[config.mk]
export PLATFORM = sky130hd
export DESIGN_NAME = fwd_hazard_unit
export DESIGN_NICKNAME = d
export VERILOG_FILES = /design/src/rtl/fwd_hazard_unit.sv
export SDC_FILE = /design/constraint.sdc
export NUM_CORES = 1
export LEC_CHECK = 0
export CORE_AREA = 2 2 105 107
export DETAILED_ROUTE_END_ITERATION = 10
export DIE_AREA = 0 0 107 109
export DONT_BUFFER_PORTS = 1
export GPL_ROUTABILITY_DRIVEN = 0
export PLACE_DENSITY = 0.45
export SYNTH_ARGS = -nofsm -noshare
export SYNTH_HDL_FRONTEND = slang
export SYNTH_SLANG_ARGS = --single-unit
[constraint.sdc]
create_clock -name clk -period 1.7 [get_ports clk]
set_input_delay 0.085 -clock clk [delete_from_list [all_inputs] [get_ports clk]]
set_output_delay 0.085 -clock clk [all_outputs]
set_load 0.1 [all_outputs]
[src/rtl/fwd_hazard_unit.sv]
// fwd_hazard_unit: operand forwarding with load-use stall control and stall-timeout flag.
// Defining HAZARD_PERF_EN adds the stall_cycles counter port.
module fwd_hazard_unit #(
  parameter int XLEN = 32,
  parameter int AW = 5,
  parameter int MAX_WAIT = 8,
  parameter int PERF_W = 32,
  localparam int CW = $clog2(MAX_WAIT + 1)
) (
  input  logic            clk,
  input  logic            rst_n,
  input  logic            flush,
  input  logic            id_valid,
  input  logic [AW-1:0]   id_rs1_sel,
  input  logic [AW-1:0]   id_rs2_sel,
  input  logic            id_use_rs1,
  input  logic            id_use_rs2,
  input  logic [XLEN-1:0] rgf_rs1_val,
  input  logic [XLEN-1:0] rgf_rs2_val,
  input  logic            ex_valid,
  input  logic            ex_we,
  input  logic            ex_is_load,
  input  logic [AW-1:0]   ex_rd,
  input  logic [XLEN-1:0] ex_val,
  input  logic            mem_valid,
  input  logic            mem_we,
  input  logic            mem_is_load,
  input  logic            mem_load_done,
  input  logic [AW-1:0]   mem_rd,
  input  logic [XLEN-1:0] mem_val,
  input  logic            wb_valid,
  input  logic            wb_we,
  input  logic [AW-1:0]   wb_rd,
  input  logic [XLEN-1:0] wb_val,
  output logic            stall,
  output logic [XLEN-1:0] fwd_rs1_val,
  output logic [XLEN-1:0] fwd_rs2_val,
  output logic [1:0]      fwd_rs1_src,
  output logic [1:0]      fwd_rs2_src,
  output logic [CW-1:0]   wait_cnt,
  output logic            timeout_err
`ifdef HAZARD_PERF_EN
  ,
  output logic [PERF_W-1:0] stall_cycles
`endif
);
  typedef enum logic {RUN, WAIT} state_t;
  state_t state_q, state_d;
  logic [1:0][AW-1:0] sel;
  logic [1:0] use_s, hz;
  logic [1:0][XLEN-1:0] rgf, val;
  logic [1:0][1:0] src;
  logic [CW-1:0] cnt_d;
  assign sel = {id_rs2_sel, id_rs1_sel};
  assign use_s = {id_use_rs2, id_use_rs1};
  assign rgf = {rgf_rs2_val, rgf_rs1_val};
  for (genvar s = 0; s < 2; s++) begin : g_src
    logic ex_m, mem_m, wb_m, mem_blk;
    // The first matching stage alone decides; a blocked match never falls through.
    always_comb begin
      ex_m = ex_valid & ex_we & (ex_rd == sel[s]) & (sel[s] != '0) & use_s[s];
      mem_m = mem_valid & mem_we & (mem_rd == sel[s]) & (sel[s] != '0) & use_s[s];
      wb_m = wb_valid & wb_we & (wb_rd == sel[s]) & (sel[s] != '0) & use_s[s];
      mem_blk = mem_is_load & ~mem_load_done;
      hz[s] = ex_m ? ex_is_load : mem_m & mem_blk;
      src[s] = ex_m ? (ex_is_load ? 2'd0 : 2'd1) :
               mem_m ? (mem_blk ? 2'd0 : 2'd2) :
               wb_m ? 2'd3 : 2'd0;
      val[s] = src[s] == 2'd1 ? ex_val :
               src[s] == 2'd2 ? mem_val :
               src[s] == 2'd3 ? wb_val : rgf[s];
    end
  end
  assign fwd_rs1_val = val[0];
  assign fwd_rs2_val = val[1];
  assign fwd_rs1_src = src[0];
  assign fwd_rs2_src = src[1];
  assign stall = id_valid & ~flush & (hz[0] | hz[1]);
  always_comb begin
    state_d = stall ? WAIT : RUN;
    cnt_d = !stall ? '0 :
            state_q == RUN ? CW'(1) :
            wait_cnt == CW'(MAX_WAIT) ? wait_cnt : wait_cnt + 1'b1;
  end
  always_ff @(posedge clk or negedge rst_n) begin
    if (!rst_n) begin
      state_q <= RUN;
      wait_cnt <= '0;
      timeout_err <= 1'b0;
    end else begin
      state_q <= state_d;
      wait_cnt <= cnt_d;
      if (stall && wait_cnt == CW'(MAX_WAIT)) timeout_err <= 1'b1;
    end
  end
`ifdef HAZARD_PERF_EN
  always_ff @(posedge clk or negedge rst_n) begin
    if (!rst_n) stall_cycles <= '0;
    else stall_cycles <= stall_cycles + PERF_W'(stall);
  end
`endif
endmodule

## Word level (Yosys, flattened, before mapping)

Index checks and enable logic that the tools add are counted.

- Word-level logic and storage cells: 70
- Register bits: 6

- Reduce and logical (&&, ||, !) cells: 3
- Eq/ne operators: 14
- Bitwise gates (word level): 29
- Mux-type cells: 20
- $add $sub $neg: 1

Operators by type and width:

| cell | number |
|---|---|
| $mux 32 | 6 |
| $eq 5x5->1 | 6 |
| $and 1x1->1 | 26 |
| $mux 2 | 7 |
| $mux 4 | 3 |
| $reduce_bool 5->1 | 2 |
| $eq 2x2->1 const B | 4 |
| $add 4x1->4 const B | 1 |
| $eq 2x1->1 const B | 2 |
| $eq 4x4->1 const B | 1 |
| $mux 1 | 4 |
| $ne 3x3->1 const B | 1 |
| $not 1->1 | 2 |
| $logic_and 1x1->1 | 1 |
| $or 1x1->1 | 1 |

## Depth between registers and ports, before layout

- Depth in word-level cells: 11
- Depth in mapped cells: 9
- Gate-level depth less buffers: 6

## Least setup slack after synthesis

No wires, ideal clock.

- Path type: input-to-output
- Start: in id_rs2_sel[0]
- End: out fwd_rs2_val[10]
- Stages: 8
- Setup slack: -2,203 ps
- Required time: 1,615 ps
- Data arrival time: 3,818 ps
- Path through: buf_4 -> xnor2_1 -> and3_1 -> a211o_1 -> buf_2 -> a311o_2 -> buf_6 -> a221oi_1

- Word-level cells in the longest chain between the ends: 11

RTL lines:

| item | RTL line | text |
|---|---|---|
| from (decl) | 15 | `input logic [AW-1:0] id_rs2_sel,` |
| $eq 5x5->1 | 63 | `wb_m = wb_valid & wb_we & (wb_rd == sel[s]) & (sel[s] != '0) & use_s[s];` |
| $and 1x1->1 (3 in a row) | 63 |  |
| $mux 2 | 68 | `wb_m ? 2'd3 : 2'd0;` |
| $mux 2 | 67 | `mem_m ? (mem_blk ? 2'd0 : 2'd2) :` |
| $mux 2 (*) | 66 | `src[s] = ex_m ? (ex_is_load ? 2'd0 : 2'd1) :` |
| $eq 2x2->1 | 71 | `src[s] == 2'd3 ? wb_val : rgf[s];` |
| $mux 32 | 71 |  |
| $mux 32 | 70 | `src[s] == 2'd2 ? mem_val :` |
| $mux 32 (*) | 69 | `val[s] = src[s] == 2'd1 ? ex_val :` |
| to (decl) | 37 | `output logic [XLEN-1:0] fwd_rs2_val,` |

Every way passes the cells marked *; elsewhere a longest branch is shown, timed or not.

## Final worst setup path

- Start: in id_rs1_sel[1]
- End: out fwd_rs1_val[2]

- Word-level cells in the longest chain between the ends: 11

RTL lines:

| item | RTL line | text |
|---|---|---|
| from (decl) | 14 | `input logic [AW-1:0] id_rs1_sel,` |
| $eq 5x5->1 | 63 |  |
| $and 1x1->1 (3 in a row) | 63 |  |
| $mux 2 | 68 |  |
| $mux 2 | 67 |  |
| $mux 2 (*) | 66 |  |
| $eq 2x2->1 | 71 |  |
| $mux 32 | 71 |  |
| $mux 32 | 70 |  |
| $mux 32 (*) | 69 |  |
| to (decl) | 36 | `output logic [XLEN-1:0] fwd_rs1_val,` |

Marked as above.

==> metrics.txt <==
# setup viols final 67; post-route ant nets 0; skew final 0.0006246 ns; commonest non-fill, non-tap cell in the layout inv_1; synthesis-to-finish area growth 115.8%; clock latency on the worst-skew pair 0.22 ns; clk sinks 6; max-slew violations 0; Post-Layout Cell Count 707; syn_area_per_cell 6.834 um2; CP required 1.62 ns; PortBufs 0; CP max stage delay 0.55 ns; Final HPWL DP roughly 14000 um; H-tree levels 1; post-synth cell types 52; vias in the first global route 4686; DR vias 4521; R2R Setup Slk about 0.42 ns; post-layout util 62.04%; #FFs+latches synth 6; failing checks negative setup slack; DRC Markers 0; vias per inst approximately 6.4; Fmax achieved between 400 and 500 MHz; DR WL/cell 25.79 um; gr usage total between 20 and 30%; Synth Warn # 0; Starting Density 28.75%; Hold Violations, Final 0; first-pass GRT wire length 26360 um; Post-Syn Area 3048 um2; worst path arrival time about 2.1 ns; nets@finish 771; total grt overflow 0; Lkg Pwr 0.002491 uW; clock-pin slew on the worst setup and hold paths 0.04 ns; Crit Path Category in -> out; slowest CP cell or4_4; Clock Path Buffers 2; Slew @ Worst Pin around 0.48 ns; CP dominant cell by count o211ai_1; Post-Place Cells 680; Worst slew margin about two thirds; CTS buffer count 3; core box area around 11000 um2; antenna violations before repair 0; Seq/Total Area, Yosys 4.926%; Die H 109 um; CP Capture Type primary output; Startpoint Class input port; die area 11660 um2; RSZ-0062 raised after global routing true; Routed WL around 18000 um; row count 38; # IOs between 200 and 300; fin crit share 127.8%; Final min period 2.172 ns; PwrDens about 340 nW/um2; Synth async-reset ratio 100.0%; Mapped Nets 648; fillers 880; cell count after synthesis 446; largest net degree at the start of global routing 35; Starting DRT DRC Count 317; VDD IR max 0.0002062 V; share of cells above drive strength 1 43.92%; diode count 0; status complete, but fails checks; setup ws final -0.4718 ns; Max-Cap Viols 0; Die W 107 um; HP Class in -> async; Post-synth EDFFs 0; ys flop type dfrtp_1; CTS root buffer clkbuf_8; CTS tree built; First-pass DRT Iterations 5; Cell Chain, Critical Path or4_4, o21a_4, nand4_1, o211ai_1, buf_4, buf_12, o211ai_1, clkbuf_16; CP Max Fanout 14; most frequent cells in the layout 66 x inv_1, 55 x a32oi_1, 52 x buf_4
path summary, 6_finish.rpt:
| path | start | to | depth (start not counted) |
|---|---|---|---|
| max | id_rs1_sel[1] | fwd_rs1_val[2] | 8 |
| max in group asynchronous | rst_n | wait_cnt[1] | 1 |
| min in group clk | ex_is_load | state_q | 4 |
| max reg2reg | wait_cnt[1] | wait_cnt[1] | 6 |
| min | rst_n | state_q | 1 |
| min reg2reg | state_q | wait_cnt[0] | 1 |
per-stage QoR:
step | power (uW) | setup slack [ns] | setup TNS [ns] | hold slack [ns] | instance area [um2]
2_1_floorplan | 1307 | -1.269 | -64.70 | -0.2106 | 3816
3_3_place_gp | 1925 | -0.4699 | -25.23 | -0.2105 | 5962
3_5_place_dp | 1940 | -0.5237 | -27.09 | -0.2105 | 5962
4_1_cts | 2219 | -0.4400 | -23.70 | 0.1835 | 6457
5_1_grt | 2281 | -0.5226 | -29.91 | 0.2046 | 6578
6_report | 2214 | -0.4718 | -26.13 | 0.1795 | 6578
routing by layer:
metal	GRT usage, %	vias up	share of wire [%]
li1	-	2023	-
met1	34.07	2199	37
met2	51.87	263	51
met3	6.934	36	8.8
met4	8.627	0	2.8
met5	0	-	0
registers in the layout (all words and copies together) (netlist names):
name / flops
wait_cnt: 4
state_q: 1
timeout_err: 1
synth_stat cells (2+ instances only):
cell	instances	area, um2
buf_6	3	33.78
and4_1	3	26.28
a2111oi_2	2	30.03
and3_1	8	50.05
a2111oi_4	2	55.05
xor2_1	14	122.6
inv_1	66	247.7
nand4_1	10	62.56
xnor2_1	19	166.4
nand2_1	8	30.03
o41ai_1	3	26.28
ha_1	2	25.02
a211oi_1	6	45.04
dfrtp_1	6	150.1
a21o_1	3	22.52
nor2_1	37	138.9
buf_2	7	35.03
and2_1	4	25.02
a22oi_1	3	22.52
a221oi_2	3	45.04
nand3_1	6	30.03
a21oi_1	6	30.03
o2111ai_1	2	17.52
a32oi_1	58	508.0
o22ai_1	26	162.7
a221oi_1	23	201.4
a221o_1	3	30.03
nor3_1	16	80.08
o211ai_1	37	277.8
a31oi_1	3	18.77
o21a_1	2	15.01
clkbuf_1	33	123.9
nor2b_1	2	12.51
or4_1	2	15.01
cell type report:
type                            count  area, um2  area share, %
Clock buffer                        3      41.29         0.6277
Inverter                           66      247.7          3.766
Multi-Input combinational cell    330       3327          50.58
Sequential cell                     6      152.6          2.321
Tap cell                          140      175.2          2.663
Timing Repair Buffer              162       2634          40.04
cell families after synthesis:
group                    count (synthesis)  share of synthesized area [%]
AO/OA/AOI/OAI                          191                          51.97
flip-flops                               6                          4.926
XOR/XNOR                                33                          9.483
AND/OR/NAND/NOR                        103                          17.73
multiplexers                             1                         0.3694
adder cells (fa/ha/maj)                  2                         0.8209
buffers and inverters                  110                          14.70
report_power, final:
group | internal (uW) | switching [uW]
Sequential | 144 | 0.108
Clock | 152 | 59.5
Combinational | 736 | 1120
Total | 1030 | 1180
critical path, delay by kind of cell:
kind | cells | cell delay [ns]
buffers and inverters | 3 | 0.61
AND/OR/NAND/NOR | 2 | 0.65
AO/OA/AOI/OAI | 3 | 0.72
timing repair:
action	in CTS	in global routing
cloned	5	2
resized for setup	45	27
buffers inserted	13	4
endpoints found under the hold margin	6	0
pin swaps	53	20
hold buffers	1	0
endpoints found under the setup margin	69	72
No activity file was read; power rests on OpenSTA's default activity.
